File: config.mk
export PLATFORM = sky130hd
export DESIGN_NAME = ucie_rdi_tx_stall_ctrl
export DESIGN_NICKNAME = d
export VERILOG_FILES = /design/src/rtl/ucie_rdi_tx_stall_ctrl.sv
export SDC_FILE = /design/constraint.sdc
export NUM_CORES = 2
export LEC_CHECK = 0
export BUFFER_PORTS_ARGS = -buffer_cell sky130_fd_sc_hd__buf_2
export CORE_AREA = 2 2 425 427
export CTS_BUF_LIST = sky130_fd_sc_hd__clkbuf_8
export CTS_CLUSTER_DIAMETER = 200
export DETAILED_ROUTE_END_ITERATION = 10
export DIE_AREA = 0 0 427 429
export SLEW_MARGIN = 20
export SYNTH_ARGS = -nofsm -noshare
export SYNTH_HDL_FRONTEND = slang
export SYNTH_SLANG_ARGS = --single-unit
File: constraint.sdc
create_clock -name clk -period 2.4 [get_ports clk]
set_input_delay 0.12 -clock clk [delete_from_list [all_inputs] [get_ports clk]]
set_output_delay 0.12 -clock clk [all_outputs]
set_load 0.01 [all_outputs]
File: src/rtl/ucie_rdi_tx_stall_ctrl.sv
// RDI transmit-side stall controller.
// Buffers upstream beats in a 2-entry FIFO and forwards them to the RDI transmit port.
// A small FSM keeps packets whole across PHY stall requests: once a packet has started,
// it is allowed to finish, then intake closes, the FIFO drains and the stall is acknowledged.
//
// Ports
//   clk, resetn                    clock, asynchronous active-low reset
//   s_valid/s_ready                upstream beat handshake
//   s_data/s_user/s_sop/s_eop/s_empty  upstream beat payload and framing
//   tx_valid/tx_ready              RDI transmit handshake
//   tx_data/tx_user/tx_sop/tx_eop/tx_empty  RDI transmit beat (FIFO head)
//   pl_stallreq/lp_stallack        PHY stall request / registered acknowledge
//   link_up                        RDI link active; gates the start of new packets only
//   pkt_count                      packets fully sent (wrapping)
//   proto_err                      one-cycle pulse after a framing violation
module ucie_rdi_tx_stall_ctrl #(
  parameter int unsigned DATA_WIDTH = 512,
  parameter int unsigned USER_WIDTH = 16
) (
  input  logic                  clk,
  input  logic                  resetn,
  input  logic                  s_valid,
  input  logic [DATA_WIDTH-1:0] s_data,
  input  logic [USER_WIDTH-1:0] s_user,
  input  logic                  s_sop,
  input  logic                  s_eop,
  input  logic [5:0]            s_empty,
  output logic                  s_ready,
  output logic                  tx_valid,
  output logic [DATA_WIDTH-1:0] tx_data,
  output logic [USER_WIDTH-1:0] tx_user,
  output logic                  tx_sop,
  output logic                  tx_eop,
  output logic [5:0]            tx_empty,
  input  logic                  tx_ready,
  input  logic                  pl_stallreq,
  output logic                  lp_stallack,
  input  logic                  link_up,
  output logic [15:0]           pkt_count,
  output logic                  proto_err
);

  typedef struct packed {
    logic [DATA_WIDTH-1:0] data;
    logic [USER_WIDTH-1:0] user;
    logic                  sop;
    logic                  eop;
    logic [5:0]            empty;
  } entry_t;

  typedef enum logic [1:0] {StIdle, StInPkt, StDrain, StStalled} state_e;

  state_e      state_q, state_d;
  entry_t      mem_q [2];
  entry_t      head;
  logic        rd_ptr_q, wr_ptr_q;
  logic [1:0]  count_q, count_d;
  logic [15:0] pkt_count_q, pkt_count_d;
  logic        proto_err_q, proto_err_d;
  logic        lp_stallack_q;
  logic        gate, accept, pop;

  // Datapath handshakes
  always_comb begin
    head     = mem_q[rd_ptr_q];
    tx_valid = (count_q != 2'd0);
    pop      = tx_valid & tx_ready;

    gate = 1'b0;
    unique case (state_q)
      StIdle:  gate = link_up & ~pl_stallreq;
      StInPkt: gate = 1'b1; // an open packet always completes, even if the link drops
      default: gate = 1'b0;
    endcase

    // resetn term holds s_ready low for the whole time reset is asserted
    s_ready = resetn & (count_q != 2'd2) & gate;
    accept  = s_valid & s_ready;

    count_d = count_q;
    unique case ({accept, pop})
      2'b10:   count_d = count_q + 2'd1;
      2'b01:   count_d = count_q - 2'd1;
      default: count_d = count_q;
    endcase

    pkt_count_d = pkt_count_q;
    if (pop && head.eop) begin
      pkt_count_d = pkt_count_q + 16'd1;
    end
  end

  always_ff @(posedge clk or negedge resetn) begin
    if (!resetn) begin
      mem_q[0]    <= '0;
      mem_q[1]    <= '0;
      rd_ptr_q    <= 1'b0;
      wr_ptr_q    <= 1'b0;
      count_q     <= 2'd0;
      pkt_count_q <= 16'd0;
    end else begin
      if (accept) begin
        mem_q[wr_ptr_q] <= '{data: s_data, user: s_user, sop: s_sop, eop: s_eop,
                             empty: s_empty};
        wr_ptr_q        <= ~wr_ptr_q;
      end
      if (pop) begin
        rd_ptr_q <= ~rd_ptr_q;
      end
      count_q     <= count_d;
      pkt_count_q <= pkt_count_d;
    end
  end

  // Framing / stall FSM
  always_comb begin
    state_d     = state_q;
    proto_err_d = 1'b0;
    unique case (state_q)
      StIdle: begin
        if (accept) begin
          proto_err_d = ~s_sop;
          if (s_sop && !s_eop) begin
            state_d = StInPkt;
          end
        end else if (pl_stallreq) begin
          state_d = StDrain;
        end
      end
      StInPkt: begin
        if (accept) begin
          proto_err_d = s_sop;
          if (s_eop) begin
            state_d = pl_stallreq ? StDrain : StIdle;
          end
        end
      end
      StDrain: begin
        // Uses the registered count: a pop that empties the FIFO is seen next cycle
        if (!pl_stallreq) begin
          state_d = StIdle;
        end else if (count_q == 2'd0) begin
          state_d = StStalled;
        end
      end
      StStalled: begin
        if (!pl_stallreq) begin
          state_d = StIdle;
        end
      end
      default: state_d = StIdle;
    endcase
  end

  always_ff @(posedge clk or negedge resetn) begin
    if (!resetn) begin
      state_q       <= StIdle;
      proto_err_q   <= 1'b0;
      lp_stallack_q <= 1'b0;
    end else begin
      state_q       <= state_d;
      proto_err_q   <= proto_err_d;
      lp_stallack_q <= (state_d == StStalled);
    end
  end

  assign tx_data     = head.data;
  assign tx_user     = head.user;
  assign tx_sop      = head.sop;
  assign tx_eop      = head.eop;
  assign tx_empty    = head.empty;
  assign pkt_count   = pkt_count_q;
  assign proto_err   = proto_err_q;
  assign lp_stallack = lp_stallack_q;

endmodule
# Word-level counts from Yosys, hierarchy flattened
# Index checks and enable logic that the tools add are counted.
dict set report classes {
  eq_ne 7
  bitwise 11
  reduce_logical 8
  add_sub_neg 3
  order_cmp 3
  n_mux 21
}
# cell count
set ops {}
lappend ops {{536-bit 2-to-1 mux} 4}
lappend ops {{1072-bit bitwise mux} 1}
lappend ops {{536-bit demux with 1-bit select} 1}
lappend ops {{2-bit 2-to-1 mux} 9}
lappend ops {{16-bit by 1-bit adder with 16-bit output, second input constant} 1}
lappend ops {{2-bit == test, second input constant} 4}
lappend ops {{2-bit case mux with 4 select lines} 1}
lappend ops {{1-bit AND} 5}
lappend ops {{2-bit by 1-bit == test with 1-bit output, second input constant} 2}
lappend ops {{2-bit greater-or-equal comparator, second input constant} 2}
lappend ops {{2-bit zero test} 2}
lappend ops {{1-bit NOT} 4}
lappend ops {{1-bit NOT with 2-bit output} 2}
lappend ops {{1-bit case mux with 2 select lines} 2}
lappend ops {{2-bit case mux with 2 select lines} 1}
lappend ops {{2-bit nonzero test} 2}
lappend ops {{1-bit logical AND} 3}
lappend ops {{2-bit by 1-bit adder with 2-bit output, second input constant} 1}
lappend ops {{2-bit by 1-bit less-than comparator with 1-bit output, second input constant} 1}
lappend ops {{1-bit 2-to-1 mux} 2}
lappend ops {{2-bit != test, second input constant} 1}
lappend ops {{2-bit by 1-bit subtractor with 2-bit output, second input constant} 1}
lappend ops {{1-bit zero test} 1}
dict set report word_totals {
  inputBits 542
  output_inout_bits 556
  ff_bits 1096
  elab_cells 70
}

# Longest topological paths before layout
dict set report logic_depth {
  word_depth 8
  mapped_depth 8
  depth_no_buf 7
}

# Least setup slack after synthesis
# No wires, ideal clock.
dict set report synth_path {
  kind {register to register}
  startpoint {register count_q[0]}
  endpoint {register mem_q[100] in the netlist's numbering}
  arrival_time_ns 1.669
  slack_ns 0.606
  required_ns 2.275
  path_stages_with_launch 7
  synth_period_minus_slack_ns 1.794
  setup_ns 0.125
  n_path_buf 2
  cell_sequence {dfrtp_1 -> nand2b_1 -> o2111a_2 -> nand2_1 -> clkbuf_1 -> buf_2 -> mux2_2}
}
dict set report synth_via {
  elab_chain_len 4
}
# item line
set synth_lines {}
lappend synth_lines {{start: declaration} 57} ;# logic [1:0] count_q, count_d;
lappend synth_lines {{start signal: assignment} 110} ;# count_q <= count_d;
lappend synth_lines {{2-bit != test} 77} ;# s_ready = resetn & (count_q != 2'd2) & gate;
lappend synth_lines {{1-bit AND (2 in a row)} 77}
lappend synth_lines {{1-bit AND} 78} ;# accept = s_valid & s_ready;
lappend synth_lines {{end signal: indexed assignment} 103} ;# mem_q[wr_ptr_q] <= '{data: s_data, user: s_user, sop: s_sop, eop: s_eop,
lappend synth_lines {{end: declaration} 54} ;# entry_t mem_q [2];
# No other way between the ends.
# A chain may end at the register's enable or synchronous reset.

# Worst setup path in the final report
dict set report layout_path {
  startpoint {register rd_ptr_q}
  endpoint {output port tx_data[224]}
}
dict set report layout_via {
  elab_chain_len 4
}
# item line
set layout_lines {}
lappend layout_lines {{start: declaration} 56} ;# logic rd_ptr_q, wr_ptr_q;
lappend layout_lines {{start signal: assignment} 108} ;# rd_ptr_q <= ~rd_ptr_q;
lappend layout_lines {{1-bit NOT with 2-bit output (not written as such)} 65} ;# head = mem_q[rd_ptr_q];
lappend layout_lines {{536-bit 2-to-1 mux (not written as such) (3 in a row)} 65}
lappend layout_lines {{end: declaration} 30} ;# output logic [DATA_WIDTH-1:0] tx_data,
# No other way between the ends. The select of a mux whose other input is x is not followed.

==> parameters.txt <==
Parameter                              Value

Placement
  Last weighted congestion value of the routability-driven placer ... between 0.8 and 0.9
  Buffers added on ports ... 1097
  Cell count after placement ... 6324
  HPWL after detailed placement ... around 110 mm

Worst setup path
  Data required time at the worst endpoint ... 2.28 ns
  Capture point of the worst reg-to-reg path ... mem_q[809]
  Crit-path leading delay family ... buffers and inverters
  Minimum setup slack among reg-to-reg paths ... 0.11 ns
  Critical-path maximum fanout ... 7
  Data arrival, critical path ... 2.56 ns
  Kind of launch point of the worst setup path ... flip-flop
  Start of the worst register-to-register path ... state_q[1]
  R2r worst-path depth ... 7
  Worst path bufs/invs ... 4
  Delay of the slowest cell on the worst path ... between 0.5 and 0.6 ns
  Capturing element type of the critical path ... primary output
  Slowest stage cell, crit path ... sky130_fd_sc_hd__dfrtp_4
  Crit path cell chain ... buf_12 > buf_16 > clkbuf_16 > mux2_4 > buf_6
  Critical path class ... flip-flop to primary output

Clock network
  Root buffer cell ... sky130_fd_sc_hd__clkbuf_8
  Clock transition at the register clock pins on the worst setup and hold paths after CTS ... about 0.06 ns
  Clock net sink count ... approximately 1100
  Number of buffers between clock root and the deepest sink ... 3
  H-Tree Level Count ... 4
  Clock Latency Late Sink ... 0.96 ns
  Clock tree from TritonCTS ... built
  Number of buffers inserted during clock tree synthesis ... slightly below 200

Timing
  Maximum clock skew at final layout ... 0.06003 ns
  Worst hold-check slack ... roughly 0.096 ns
  Maximum operating frequency ... 373.7 MHz
  Final period util ... 111.5%
  Min Tclk post-route ... 2.676 ns
  Total Neg Setup Slack ... -105.26 ns
  Number of endpoints with negative hold slack in the final report ... 0
  Final setup fails ... 535
  Number of pins exceeding their max-slew limit in the final report ... 0
  Rel. slew slack ... 39.15%
  Transition time at the pin with the least slew margin ... about 0.9 ns
  Post-layout worst setup margin ... -0.2761 ns
  Setup repair after global routing missed its margin ... yes

Pwr
  PwrDens ... 1309 mW/mm²
  Power share of the sequential group ... 31.5%
  Combinational share of power ... between 50% and 60%
  Overall power consumption ... 99.38 mW
  Clk network pwr share ... 18.0%
  Reported leakage power ... 35.90 nW
  Peak ir drop on the vdd network ... 0.0009043 V
  P_sw ... roughly 34 mW
  Proportion of total power due to net switching ... 34.21%
  Internal power summed over all cells ... between 60 and 70 mW

Yosys
  Proportion of synthesized flip-flops having asynchronous set or reset ... 100.0%
  Post-synth net total ... 3498
  Number of enable flip-flop cells after synthesis ... 0
  Yosys warning count ... 0
  Area of the mapped netlist ... 0.04715 mm²
  Post-synthesis cell count ... 2954
  Sequential element share of the synthesized area ... 58.17%
  Mean cell area of the mapped netlist ... around 16 µm²
  Number of register bits inferred by synthesis ... 1096
  Post-synth top flop ... sky130_fd_sc_hd__dfrtp_1
  Yosys cell types ... 33

Floorplan
  Standard cell core area ... around 0.18 mm²
  Height of the die ... 429 µm
  Initial Utilization ... 26.48%
  Row Count ... 155
  Io pins ... 1098
  Die extent in x ... 427 µm
  Die area ... 0.1832 mm²

Detailed routing
  Total Routed Length ... 175.4 mm
  Via density per instance ... roughly 4.5
  Antenna-violating nets left ... 0
  Average routed wire per standard cell ... roughly 22 µm
  First-pass DRT Iterations ... 5
  DRC violation count after routing ... 0
  Routed via count ... around 36000
  DRT iter0 DRCs ... between 1500 and 2000

Cells and area
  Non-Filler Instances ... 7862
  Proportion of layout cells with a drive suffix above 1 ... 57.13%
  Most common library cell in the layout ignoring fill and taps ... sky130_fd_sc_hd__mux2_2
  Fill count ... between 15000 and 20000
  Final #Nets ... 5879
  Synthesis-to-layout area growth ... 61.06%
  Leading cell types in the layout, fill and taps excluded ... sky130_fd_sc_hd__mux2_2, sky130_fd_sc_hd__dfrtp_1, sky130_fd_sc_hd__dlygate4sd3_1
  Util after Layout ... a little over two fifths

Global routing
  Number of antenna violations at the first check in global routing ... 27
  Pin count of the biggest net entering global routing ... about 160
  Total Routing Usage GR ... 17.34%
  Grt total ovfl ... 0
  Vias in the first global route ... 37800
  Global-route wire length before repair ... 239.5 mm

Min path
  Hold crit path type ... primary input to asynchronous set/reset pin

Status
  Outcome ... finished, violations left
  Failing checks ... setup timing

Flow run
  # Max-Cap Violations ... 0
## final cells by class
type	instances	area [µm²]	share of cell area, %
flip-flops and latches	1096	27430	36.12
clock buffers	234	3221	4.241
multi-input cells	1675	19570	25.77
diodes	21	52.55	0.06920
clock inverters	112	752.0	0.9902
well taps	2355	2947	3.880
repair buffers	2364	21940	28.90
inverters	5	18.77	0.02471
## synthesized netlist by cell type, types with 2 or more instances
library cell | count | share of area [%]
sky130_fd_sc_hd__clkbuf_1 | 59 | 0.47
sky130_fd_sc_hd__inv_1 | 4 | 0.032
sky130_fd_sc_hd__nor2_1 | 7 | 0.056
sky130_fd_sc_hd__a21oi_1 | 2 | 0.021
sky130_fd_sc_hd__nor4_1 | 2 | 0.027
sky130_fd_sc_hd__nand3_1 | 6 | 0.064
sky130_fd_sc_hd__nor3_1 | 3 | 0.032
sky130_fd_sc_hd__xnor2_1 | 11 | 0.20
sky130_fd_sc_hd__mux2_4 | 40 | 1.3
sky130_fd_sc_hd__mux2_2 | 1528 | 36
sky130_fd_sc_hd__buf_2 | 68 | 0.72
sky130_fd_sc_hd__xor2_1 | 10 | 0.19
sky130_fd_sc_hd__ha_1 | 2 | 0.053
sky130_fd_sc_hd__nand4_1 | 5 | 0.066
sky130_fd_sc_hd__nor2b_1 | 2 | 0.027
sky130_fd_sc_hd__buf_4 | 41 | 0.65
sky130_fd_sc_hd__nand2_1 | 5 | 0.040
sky130_fd_sc_hd__buf_6 | 10 | 0.24
sky130_fd_sc_hd__dfrtp_1 | 1096 | 58
sky130_fd_sc_hd__mux2_1 | 40 | 0.96
## what timing repair did
item,CTS,global route
buffers inserted,13,15
cloned,22,45
pin swaps,0,0
hold buffers,1080,0
endpoints found under the hold margin,1528,0
resized for setup,85,808
endpoints found under the setup margin,536,536
## metrics by stage
step	setup WS (ns)	cell area [µm²]
4_1_cts	-0.4716	71850
5_1_grt	-0.4150	75930
2_1_floorplan	0.6061	47150
3_3_place_gp	0.06881	55930
3_5_place_dp	0.1011	55930
6_report	-0.2761	75940
## worst max-delay path by stage
stage | from | end | slack, ns | cells after the start
after floorplan | count_q[0] | mem_q[100] | 0.61 | 6
final | rd_ptr_q | tx_data[224] | -0.28 | 5
after global placement | state_q[1] | mem_q[809] | 0.07 | 7
after CTS | rd_ptr_q | tx_data[341] | -0.47 | 5
after global routing | rd_ptr_q | tx_data[15] | -0.42 | 6
after detailed placement | state_q[1] | mem_q[831] | 0.10 | 7
## state kept, by name, indices dropped and copies added, names as in the netlist
name and cells:
proto_err 1, lp_stallack 1, pkt_count 16, mem_q 1072
count_q 2, state_q 2, wr_ptr_q 1, rd_ptr_q 1
## power by group through the flow
stage          combinational, mW  clock (mW)  sequential [mW]
2_1_floorplan               21.2           0             29.8
3_3_place_gp                34.8           0             30.7
3_5_place_dp                35.2           0             31.2
4_1_cts                     39.8        18.4             30.9
5_1_grt                     52.2        19.4             32.4
6_report                    50.1        17.9             31.3
## metal layers
| layer | part of all wire, % | track usage (%) | up-vias |
|---|---|---|---|
| met5 | 0.025 | 0 | - |
| met4 | 4.9 | 8.364 | 8 |
| met3 | 7.6 | 6.040 | 469 |
| met2 | 48 | 28.45 | 1233 |
| met1 | 39 | 20.09 | 18400 |
| li1 | - | - | 15470 |
## logic make-up after synthesis
kind of cell	Yosys count	synth area share, %
compound gates	8	0.1274
xor+xnor	21	0.3901
fa+ha+maj	2	0.05306
buf+inv	183	2.123
flops	1096	58.17
mux	1609	38.74
simple gates	35	0.3954
## worst register-to-register path: stages, from the launching register on
cell                       delay [ns]
sky130_fd_sc_hd__dfrtp_1         0.39
sky130_fd_sc_hd__nor2b_1         0.16
sky130_fd_sc_hd__o2111a_2        0.29
sky130_fd_sc_hd__inv_2           0.07
sky130_fd_sc_hd__nor2_4          0.19
sky130_fd_sc_hd__buf_12          0.26
sky130_fd_sc_hd__buf_12          0.35
sky130_fd_sc_hd__mux2_2          0.43
(Power assumes the default switching activity.)
